--- config.mk ---
export PLATFORM = sky130hd
export DESIGN_NAME = dmem_arbiter_flat
export DESIGN_NICKNAME = d
export VERILOG_FILES = /design/src/rtl/dmem_arbiter_if.sv /design/src/rtl/dmem_arbiter.sv /design/src/flat_wrapper.sv
export SDC_FILE = /design/constraint.sdc
export NUM_CORES = 1
export LEC_CHECK = 0
export BUFFER_PORTS_ARGS = -buffer_cell sky130_fd_sc_hd__buf_2
export CAP_MARGIN = 15
export CORE_ASPECT_RATIO = 1.75
export CORE_UTILIZATION = 45
export CTS_CLUSTER_DIAMETER = 30
export DETAILED_ROUTE_END_ITERATION = 7
export PLACE_DENSITY = 0.91
export SETUP_SLACK_MARGIN = 0.2
export SYNTH_ARGS = -nofsm -noshare
export SYNTH_HDL_FRONTEND = slang
export SYNTH_SLANG_ARGS = --single-unit
--- constraint.sdc ---
create_clock -name clk -period 2.1 [get_ports clk]
set_input_delay 0.315 -clock clk [delete_from_list [all_inputs] [get_ports clk]]
set_output_delay 0.315 -clock clk [all_outputs]
set_load 0.01 [all_outputs]
--- src/rtl/dmem_arbiter_if.sv ---
// rtl/dmem_arbiter_if.sv - requester and data-memory signal bundle for dmem_arbiter
interface dmem_arbiter_if #(
  parameter int ADDR_W = 21,
  parameter int DATA_W = 32
);
  logic              r0_req;
  logic              r0_we;
  logic [ADDR_W-1:0] r0_addr;
  logic [DATA_W-1:0] r0_wdata;
  logic              r0_ack;
  logic [DATA_W-1:0] r0_rdata;

  logic              r1_req;
  logic              r1_we;
  logic [ADDR_W-1:0] r1_addr;
  logic [DATA_W-1:0] r1_wdata;
  logic              r1_ack;
  logic [DATA_W-1:0] r1_rdata;

  logic              mem_we;
  logic [ADDR_W-1:0] mem_addr;
  logic [DATA_W-1:0] mem_wdata;
  logic [DATA_W-1:0] mem_rdata;

  modport slave (
    input  r0_req, r0_we, r0_addr, r0_wdata,
    input  r1_req, r1_we, r1_addr, r1_wdata,
    input  mem_rdata,
    output r0_ack, r0_rdata, r1_ack, r1_rdata,
    output mem_we, mem_addr, mem_wdata
  );

  modport master (
    output r0_req, r0_we, r0_addr, r0_wdata,
    output r1_req, r1_we, r1_addr, r1_wdata,
    output mem_rdata,
    input  r0_ack, r0_rdata, r1_ack, r1_rdata,
    input  mem_we, mem_addr, mem_wdata
  );
endinterface

--- src/rtl/dmem_arbiter.sv ---
// rtl/dmem_arbiter.sv - two-port arbiter/sequencer for the single-port data memory
// Optional grant/conflict counters enabled by ARB_STATS_EN.
module dmem_arbiter #(
  parameter int ADDR_W     = 21,
  parameter int DATA_W     = 32,
  parameter int DEPTH      = 101,
  parameter int FIXED_PRIO = 0
) (
  input  logic        clk,
  input  logic        reset,
`ifdef ARB_STATS_EN
  output logic [15:0] stat_g0,
  output logic [15:0] stat_g1,
  output logic [15:0] stat_conf,
`endif
  dmem_arbiter_if.slave bus
);
  localparam logic [ADDR_W-1:0] DEPTH_A = ADDR_W'(DEPTH);

  typedef enum logic [1:0] {IDLE, ACCESS, RESP} state_t;

  state_t            state;
  logic              lat_we;
  logic              lat_id;
  logic              lat_in_range;
  logic              last_grant;
  logic              mem_we_q;

  logic              elig0, elig1, any_elig, win_id, win_we, win_in_range;
  logic [ADDR_W-1:0] win_addr;
  logic [DATA_W-1:0] win_wdata;
  logic [DATA_W-1:0] rd_val;
  logic              arb_point;

  // The port acked in RESP is excluded so a re-request cannot starve the other port.
  always_comb begin
    elig0 = bus.r0_req;
    elig1 = bus.r1_req;
    if (state == RESP) begin
      if (lat_id) elig1 = 1'b0;
      else        elig0 = 1'b0;
    end
    any_elig = elig0 | elig1;
    if (elig0 && elig1) win_id = (FIXED_PRIO != 0) ? 1'b0 : ~last_grant;
    else                win_id = elig1;
    win_addr     = win_id ? bus.r1_addr  : bus.r0_addr;
    win_we       = win_id ? bus.r1_we    : bus.r0_we;
    win_wdata    = win_id ? bus.r1_wdata : bus.r0_wdata;
    win_in_range = (win_addr < DEPTH_A);
    rd_val       = (lat_we || !lat_in_range) ? '0 : bus.mem_rdata;
    arb_point    = (state == IDLE) || (state == RESP);
  end

  always_ff @(posedge clk) begin
    if (reset) begin
      state         <= IDLE;
      bus.r0_ack    <= 1'b0;
      bus.r1_ack    <= 1'b0;
      bus.r0_rdata  <= '0;
      bus.r1_rdata  <= '0;
      bus.mem_addr  <= '0;
      bus.mem_wdata <= '0;
      last_grant    <= 1'b1;
      lat_we        <= 1'b0;
      lat_id        <= 1'b0;
      lat_in_range  <= 1'b0;
      mem_we_q      <= 1'b0;
    end else begin
      bus.r0_ack <= 1'b0;
      bus.r1_ack <= 1'b0;
      mem_we_q   <= 1'b0;
      case (state)
        IDLE, RESP: begin
          if (any_elig) begin
            bus.mem_addr  <= win_addr;
            bus.mem_wdata <= win_wdata;
            lat_we        <= win_we;
            lat_id        <= win_id;
            lat_in_range  <= win_in_range;
            last_grant    <= win_id;
            mem_we_q      <= win_we & win_in_range;
            state         <= ACCESS;
          end else begin
            state <= IDLE;
          end
        end
        ACCESS: begin
          if (lat_id) begin
            bus.r1_rdata <= rd_val;
            bus.r1_ack   <= 1'b1;
          end else begin
            bus.r0_rdata <= rd_val;
            bus.r0_ack   <= 1'b1;
          end
          state <= RESP;
        end
        default: state <= IDLE;
      endcase
    end
  end

  // Gated combinationally so a reset landing in ACCESS suppresses that cycle's write.
  assign bus.mem_we = mem_we_q & ~reset;

`ifdef ARB_STATS_EN
  always_ff @(posedge clk) begin
    if (reset) begin
      stat_g0   <= '0;
      stat_g1   <= '0;
      stat_conf <= '0;
    end else if (arb_point && any_elig) begin
      if (!win_id && stat_g0 != 16'hFFFF) stat_g0 <= stat_g0 + 16'd1;
      if (win_id && stat_g1 != 16'hFFFF)  stat_g1 <= stat_g1 + 16'd1;
      if (elig0 && elig1 && stat_conf != 16'hFFFF) stat_conf <= stat_conf + 16'd1;
    end
  end
`endif
endmodule
--- src/flat_wrapper.sv ---
// flat-port wrapper written by rule: the top's interface ports become plain ports
module dmem_arbiter_flat 
#(
  parameter int ADDR_W     = 21,
  parameter int DATA_W     = 32,
  parameter int DEPTH      = 101,
  parameter int FIXED_PRIO = 0
)
  (clk, reset, bus_r0_req, bus_r0_we, bus_r0_addr, bus_r0_wdata, bus_r1_req, bus_r1_we, bus_r1_addr, bus_r1_wdata, bus_mem_rdata, bus_r0_ack, bus_r0_rdata, bus_r1_ack, bus_r1_rdata, bus_mem_we, bus_mem_addr, bus_mem_wdata);
  dmem_arbiter_if #(.ADDR_W(ADDR_W), .DATA_W(DATA_W)) bus_i ();
  input  logic clk;
  input  logic reset;
  input wire logic [$bits(bus_i.r0_req)-1:0] bus_r0_req;
  input wire logic [$bits(bus_i.r0_we)-1:0] bus_r0_we;
  input wire logic [$bits(bus_i.r0_addr)-1:0] bus_r0_addr;
  input wire logic [$bits(bus_i.r0_wdata)-1:0] bus_r0_wdata;
  input wire logic [$bits(bus_i.r1_req)-1:0] bus_r1_req;
  input wire logic [$bits(bus_i.r1_we)-1:0] bus_r1_we;
  input wire logic [$bits(bus_i.r1_addr)-1:0] bus_r1_addr;
  input wire logic [$bits(bus_i.r1_wdata)-1:0] bus_r1_wdata;
  input wire logic [$bits(bus_i.mem_rdata)-1:0] bus_mem_rdata;
  output wire logic [$bits(bus_i.r0_ack)-1:0] bus_r0_ack;
  output wire logic [$bits(bus_i.r0_rdata)-1:0] bus_r0_rdata;
  output wire logic [$bits(bus_i.r1_ack)-1:0] bus_r1_ack;
  output wire logic [$bits(bus_i.r1_rdata)-1:0] bus_r1_rdata;
  output wire logic [$bits(bus_i.mem_we)-1:0] bus_mem_we;
  output wire logic [$bits(bus_i.mem_addr)-1:0] bus_mem_addr;
  output wire logic [$bits(bus_i.mem_wdata)-1:0] bus_mem_wdata;
  assign bus_i.r0_req = bus_r0_req;
  assign bus_i.r0_we = bus_r0_we;
  assign bus_i.r0_addr = bus_r0_addr;
  assign bus_i.r0_wdata = bus_r0_wdata;
  assign bus_i.r1_req = bus_r1_req;
  assign bus_i.r1_we = bus_r1_we;
  assign bus_i.r1_addr = bus_r1_addr;
  assign bus_i.r1_wdata = bus_r1_wdata;
  assign bus_i.mem_rdata = bus_mem_rdata;
  assign bus_r0_ack = bus_i.r0_ack;
  assign bus_r0_rdata = bus_i.r0_rdata;
  assign bus_r1_ack = bus_i.r1_ack;
  assign bus_r1_rdata = bus_i.r1_rdata;
  assign bus_mem_we = bus_i.mem_we;
  assign bus_mem_addr = bus_i.mem_addr;
  assign bus_mem_wdata = bus_i.mem_wdata;
  dmem_arbiter #(.ADDR_W(ADDR_W), .DATA_W(DATA_W), .DEPTH(DEPTH), .FIXED_PRIO(FIXED_PRIO)) u_core (.clk(clk), .reset(reset), .bus(bus_i));
endmodule
After elaboration in Yosys (flattened, before gate mapping)
Index checks and enable logic that the tools add are counted.
- magnitude comparators: 1
- eq/ne operators: 2
- multiplexer cells: 13
- bitwise gates (word level): 9
- reductions and logical operators: 10
- operators by type and width (operator ; count):
    32-bit 2-to-1 mux ; 2
    21-bit by 7-bit less-than comparator with 1-bit output (second input constant) ; 1
    21-bit 2-to-1 mux ; 1
    1-bit 2-to-1 mux ; 9
    1-bit NOT ; 6
    2-bit AND reduction ; 3
    2-bit case mux with 2 select lines ; 1
    2-bit OR reduction ; 2
    3-bit OR reduction ; 1
    1-bit bitwise AND ; 2
    2-bit by 1-bit == test with 1-bit output (second input constant) ; 1
    2-bit == test (second input constant) ; 1
    2-bit zero test ; 1
    1-bit logical AND ; 1
    1-bit zero test ; 1
    1-bit logical OR ; 1
    1-bit OR ; 1
- register bits after elaboration: 126
- input bits: 144
- output and inout bits: 120
- word-level logic and storage cells: 47

Longest topological paths before layout
- depth after elaboration: 7
- depth in mapped cells: 7
- depth with buffers taken out: 5

Worst setup path before layout
No wires, ideal clock.
- path type: register -> register
- start point: register u_core.state[0]
- end point: register u_core.bus.mem_wdata[0]
- setup time: 0.091 ns
- arrival time: 1.301 ns
- data required time: 2.009 ns
- setup slack: 0.708 ns
- cell stages (with the launch flop): 7
- path buffers: 2
- clock period less this slack: 1.392 ns
- cells stage by stage: dfxtp_1 -> nor2b_1 -> o211ai_2 -> buf_6 -> buf_6 -> nand2_1 -> a311oi_1
- cells in the longest elaborated chain, start to end: 5
- elaborated cells between the ends (all ways): 10
- those cells by class: 1 x eq/ne; 4 x mux; 1 x bitwise; 4 x reduce/logical
- RTL lines (item ; RTL line ; source):
    start: declaration ; dmem_arbiter.sv:22 ; state_t state;
    start signal: assignment ; dmem_arbiter.sv:56 ; state <= IDLE;
    start signal: assignment ; dmem_arbiter.sv:82 ; state <= ACCESS;
    start signal: assignment ; dmem_arbiter.sv:84 ; state <= IDLE;
    2-bit == test ; -- ;
    1-bit 2-to-1 mux ; dmem_arbiter.sv:39 ; if (state == RESP) begin
    1-bit logical AND ; dmem_arbiter.sv:44 ; if (elig0 && elig1) win_id = (FIXED_PRIO != 0) ? 1'b0 : ~last_grant;
    1-bit 2-to-1 mux ; dmem_arbiter.sv:44 ;
    32-bit 2-to-1 mux ; dmem_arbiter.sv:48 ; win_wdata = win_id ? bus.r1_wdata : bus.r0_wdata;
    end signal: assignment ; dmem_arbiter.sv:76 ; bus.mem_wdata <= win_wdata;
    end: declaration ; dmem_arbiter_if.sv:30 ; output mem_we, mem_addr, mem_wdata
Several ways; a longest one is shown, not always the timed one.
A chain may end at the register's enable or synchronous reset.

Final worst setup path
- start point: register u_core.state[0]
- end point: register u_core.lat_in_range
- cells in the longest elaborated chain, start to end: 6
- elaborated cells between the ends (all ways): 11
- those cells by class: 1 x order compare; 1 x eq/ne; 4 x mux; 1 x bitwise; 4 x reduce/logical
- RTL lines (item ; RTL line ; source):
    2-bit == test ; -- ;
    1-bit 2-to-1 mux ; dmem_arbiter.sv:39 ;
    1-bit logical AND ; dmem_arbiter.sv:44 ;
    1-bit 2-to-1 mux ; dmem_arbiter.sv:44 ;
    21-bit 2-to-1 mux ; dmem_arbiter.sv:46 ; win_addr = win_id ? bus.r1_addr : bus.r0_addr;
    21-bit by 7-bit less-than comparator with 1-bit output ; dmem_arbiter.sv:49 ; win_in_range = (win_addr < DEPTH_A);
    end signal: assignment ; dmem_arbiter.sv:79 ; lat_in_range <= win_in_range;
    end: declaration ; dmem_arbiter.sv:25 ; logic lat_in_range;
Several ways; a longest one is shown, not always the timed one.

==> results.yml <==
outcome:
  status: "completed"
logic_synthesis:
  synth_flop_cell: "dfxtp_1"
  muxShareOfSynthArea: 0.0435
  synth-xor-area-share: 0
  synth_seq_cells: 126
  avgSynthCellArea_sq_um: 8.11
  yosys-top-cells-area: "dfxtp_1 50%, nand2_1 10%, a21oi_1 6.7%, nand3_1 6.7%, a311oi_1 5.7%"
  synth_top_family_by_area: "simple AND/OR/NAND/NOR gates"
  synth_fa_ha_area_frac: 0
  synth_compound_area_frac: 0.166
  seq_area_frac_synth: 0.498
  netlist.area_leader.share: 0.498
  synth_nets: 768
  yosys_warnings: 0
  async_flop_share: 0
  yosys.area.top_type: "dfxtp_1"
  synth-edff-count: 0
  netlist_area_sq_mm: 0.00506
  synth_cells: 624
  ys_types: 31
  synthSimpleGateAreaFrac: 0.240
clock_network:
  worstSkewPairLatency_ns: 0.40
  cts.repair.resized: 0
  ctsHoldBuffers: 0
  postCtsSetupRepairBufs: 0
  cts_buffers: 17
  clk_pin_slew_ns: 0.06
  clock_sinks: 126
  h-tree-depth: 4
  cts-root-buf: "clkbuf_16"
  clock_path_buffers: 2
  cts_tree: "done"
place:
  globalplace.congestion: 0.931
  dp.cells: 973
  portBuffers: 263
  dp_hpwl_microns: 10400
routing:
  route.detailed.wl_per_inst_microns: 14.5
  drt-total-wl_microns: 14600
  drtIter0Drc: 196
  viasPerCell: 5.31
  ant_nets: 0
  num_vias: 5336
  route.detailed.drc: 0
  drt-pass1-iter-count: 4
floorplan:
  ios: 264
  core-area_sq_mm: 0.0108
  die_height_microns: 142
  fp.dieArea_sq_mm: 0.0117
  fp.dieW_microns: 82.2
  initial_core_util: 0.468
  placementRows: 50
global_route:
  grt_max_degree: 111
  grt_pass1_vias: 4866
  grt_antenna_before_repair: 0
  grt_usage: 0.248
  grt_pass1_wl_microns: 22300
  grt-ovfl-total: 0
critical_path:
  r2r_slack_ns: 0.41
  endpoint_kind: "register"
  cp.arrival_ns: 1.96
  worstSetupPathType: "reg2reg"
  worstSetupStartpointType: "register"
  cp_data_required_time_ns: 2.37
  max_stage_delay_ns: 0.46
  crit_family: "compound AO/OA/AOI/OAI gates"
  critPathBufInv: 1
  path_max_fanout: 29
  cp_slowest_cell: "dfxtp_1"
  path_cells: "nor2b_1, o211ai_4, buf_12, nor3_1, o211ai_1, o32ai_1"
job:
  drv_cap: 0
layout:
  fin_util: 0.658
  final_cell_mix: "262 x buf_2, 136 x nand2_1, 126 x dfxtp_1"
  num_antenna_cells: 0
  drive_gt1_frac: 0.353
  final_nets: 1006
  final_common_cell: "buf_2"
  fin_cells: 1005
  syn2layout_area_growth_pct: 40.6
power_and_ir_drop:
  power_leakage_nw: 3.30
  power.density_mw_per_mm2: 935
  irDropWorstVdd_uv: 897
sta:
  hold_viol_final: 0
  skew_ns: 0.00847
  maxSlewHeadroom: 0.710
  post-route-min-period_ns: 1.69
  post-route-period-util: 0.806
  fmax_mhz: 591
  tns_ns: 0
  grt_setup_unrepaired: "no"
  hold_slack_ns: 0.173
  slew_violations: 0
  worst_pin_slew_ns: 0.434
  setup_viol_count_final: 0
min_path:
  hold_path_class: "in2reg"
[per-stage QoR]
step                      total power, mW  cell area (sq um)  setup WS (ns)
after floorplan                      3.12               5060          0.708
final                                6.65               7120          0.408
after global routing                 6.91               7120          0.265
after detailed placement             3.50               6460          0.453
after global placement               3.48               6460          0.527
after CTS                            6.71               7120          0.425
[metal layers]
metal / track usage / part of all wire
met4: 0.129 / 0.031
met2: 0.437 / 0.54
met5: 0 / 0
met3: 0.0474 / 0.051
met1: 0.271 / 0.38
[power by group]
part | internal [mW] | switching (mW) | total [mW]
registers | 2.52 | 0.0728 | 2.60
clock network | 2.15 | 1.06 | 3.20
logic | 0.354 | 0.502 | 0.855
total | 5.02 | 1.63 | 6.65
[worst min-delay path, stage by stage]
cell and delay (ns):
buf_2 0.10, nand2_1 0.04, a311oi_1 0.07
[state kept, by name, summed over array words and instances (netlist names)]
register and cells:
u_core.mem_we_q 1, u_core.state 2, u_core.last_grant 1, u_core.lat_id 1
u_core.bus.mem_wdata 32, u_core.lat_we 1, u_core.bus.r1_rdata 32, u_core.bus.r0_rdata 32
u_core.bus.r0_ack 1, u_core.bus.r1_ack 1, u_core.lat_in_range 1, u_core.bus.mem_addr 21
[synthesized netlist by cell type (all sizes together), types with 3 or more instances]
| library cell | instances |
|---|---|
| buf | 19 |
| nor2 | 67 |
| nand2 | 136 |
| clkbuf | 36 |
| nor3 | 5 |
| nor2b | 3 |
| a21oi | 68 |
| nand3 | 68 |
| a311oi | 33 |
| mux2i | 22 |
| a211oi | 21 |
| dfxtp | 126 |
[cell type report]
class                   count  area [sq um]
clock buffers              19           443
clock inverters            13           213
fillers                   914          3710
inverters                   3          11.3
multi-input cells         440          2300
flip-flops and latches    126          2520
well taps                 130           163
repair buffers            274          1460
[worst paths after layout]
| kind | cells past startpoint | startpoint | to |
|---|---|---|---|
| max | 6 | u_core.state[0] | u_core.lat_in_range |
| min | 3 | bus_r1_wdata[8] | u_core.bus.mem_wdata[8] |
| max reg2reg | 6 | u_core.state[0] | u_core.lat_in_range |
| min reg2reg | 2 | u_core.bus.r0_rdata[22] | u_core.bus.r0_rdata[22] |
[logic make-up (layout without fill, tap and decap cells)]
logic type             after synthesis  after routing
AO/OA/AOI/OAI                      129            129
buffers and inverters               58            309
flip-flops                         126            126
multiplexers                        22             22
AND/OR/NAND/NOR                    289            289
No activity file was read; power rests on OpenSTA's default activity.
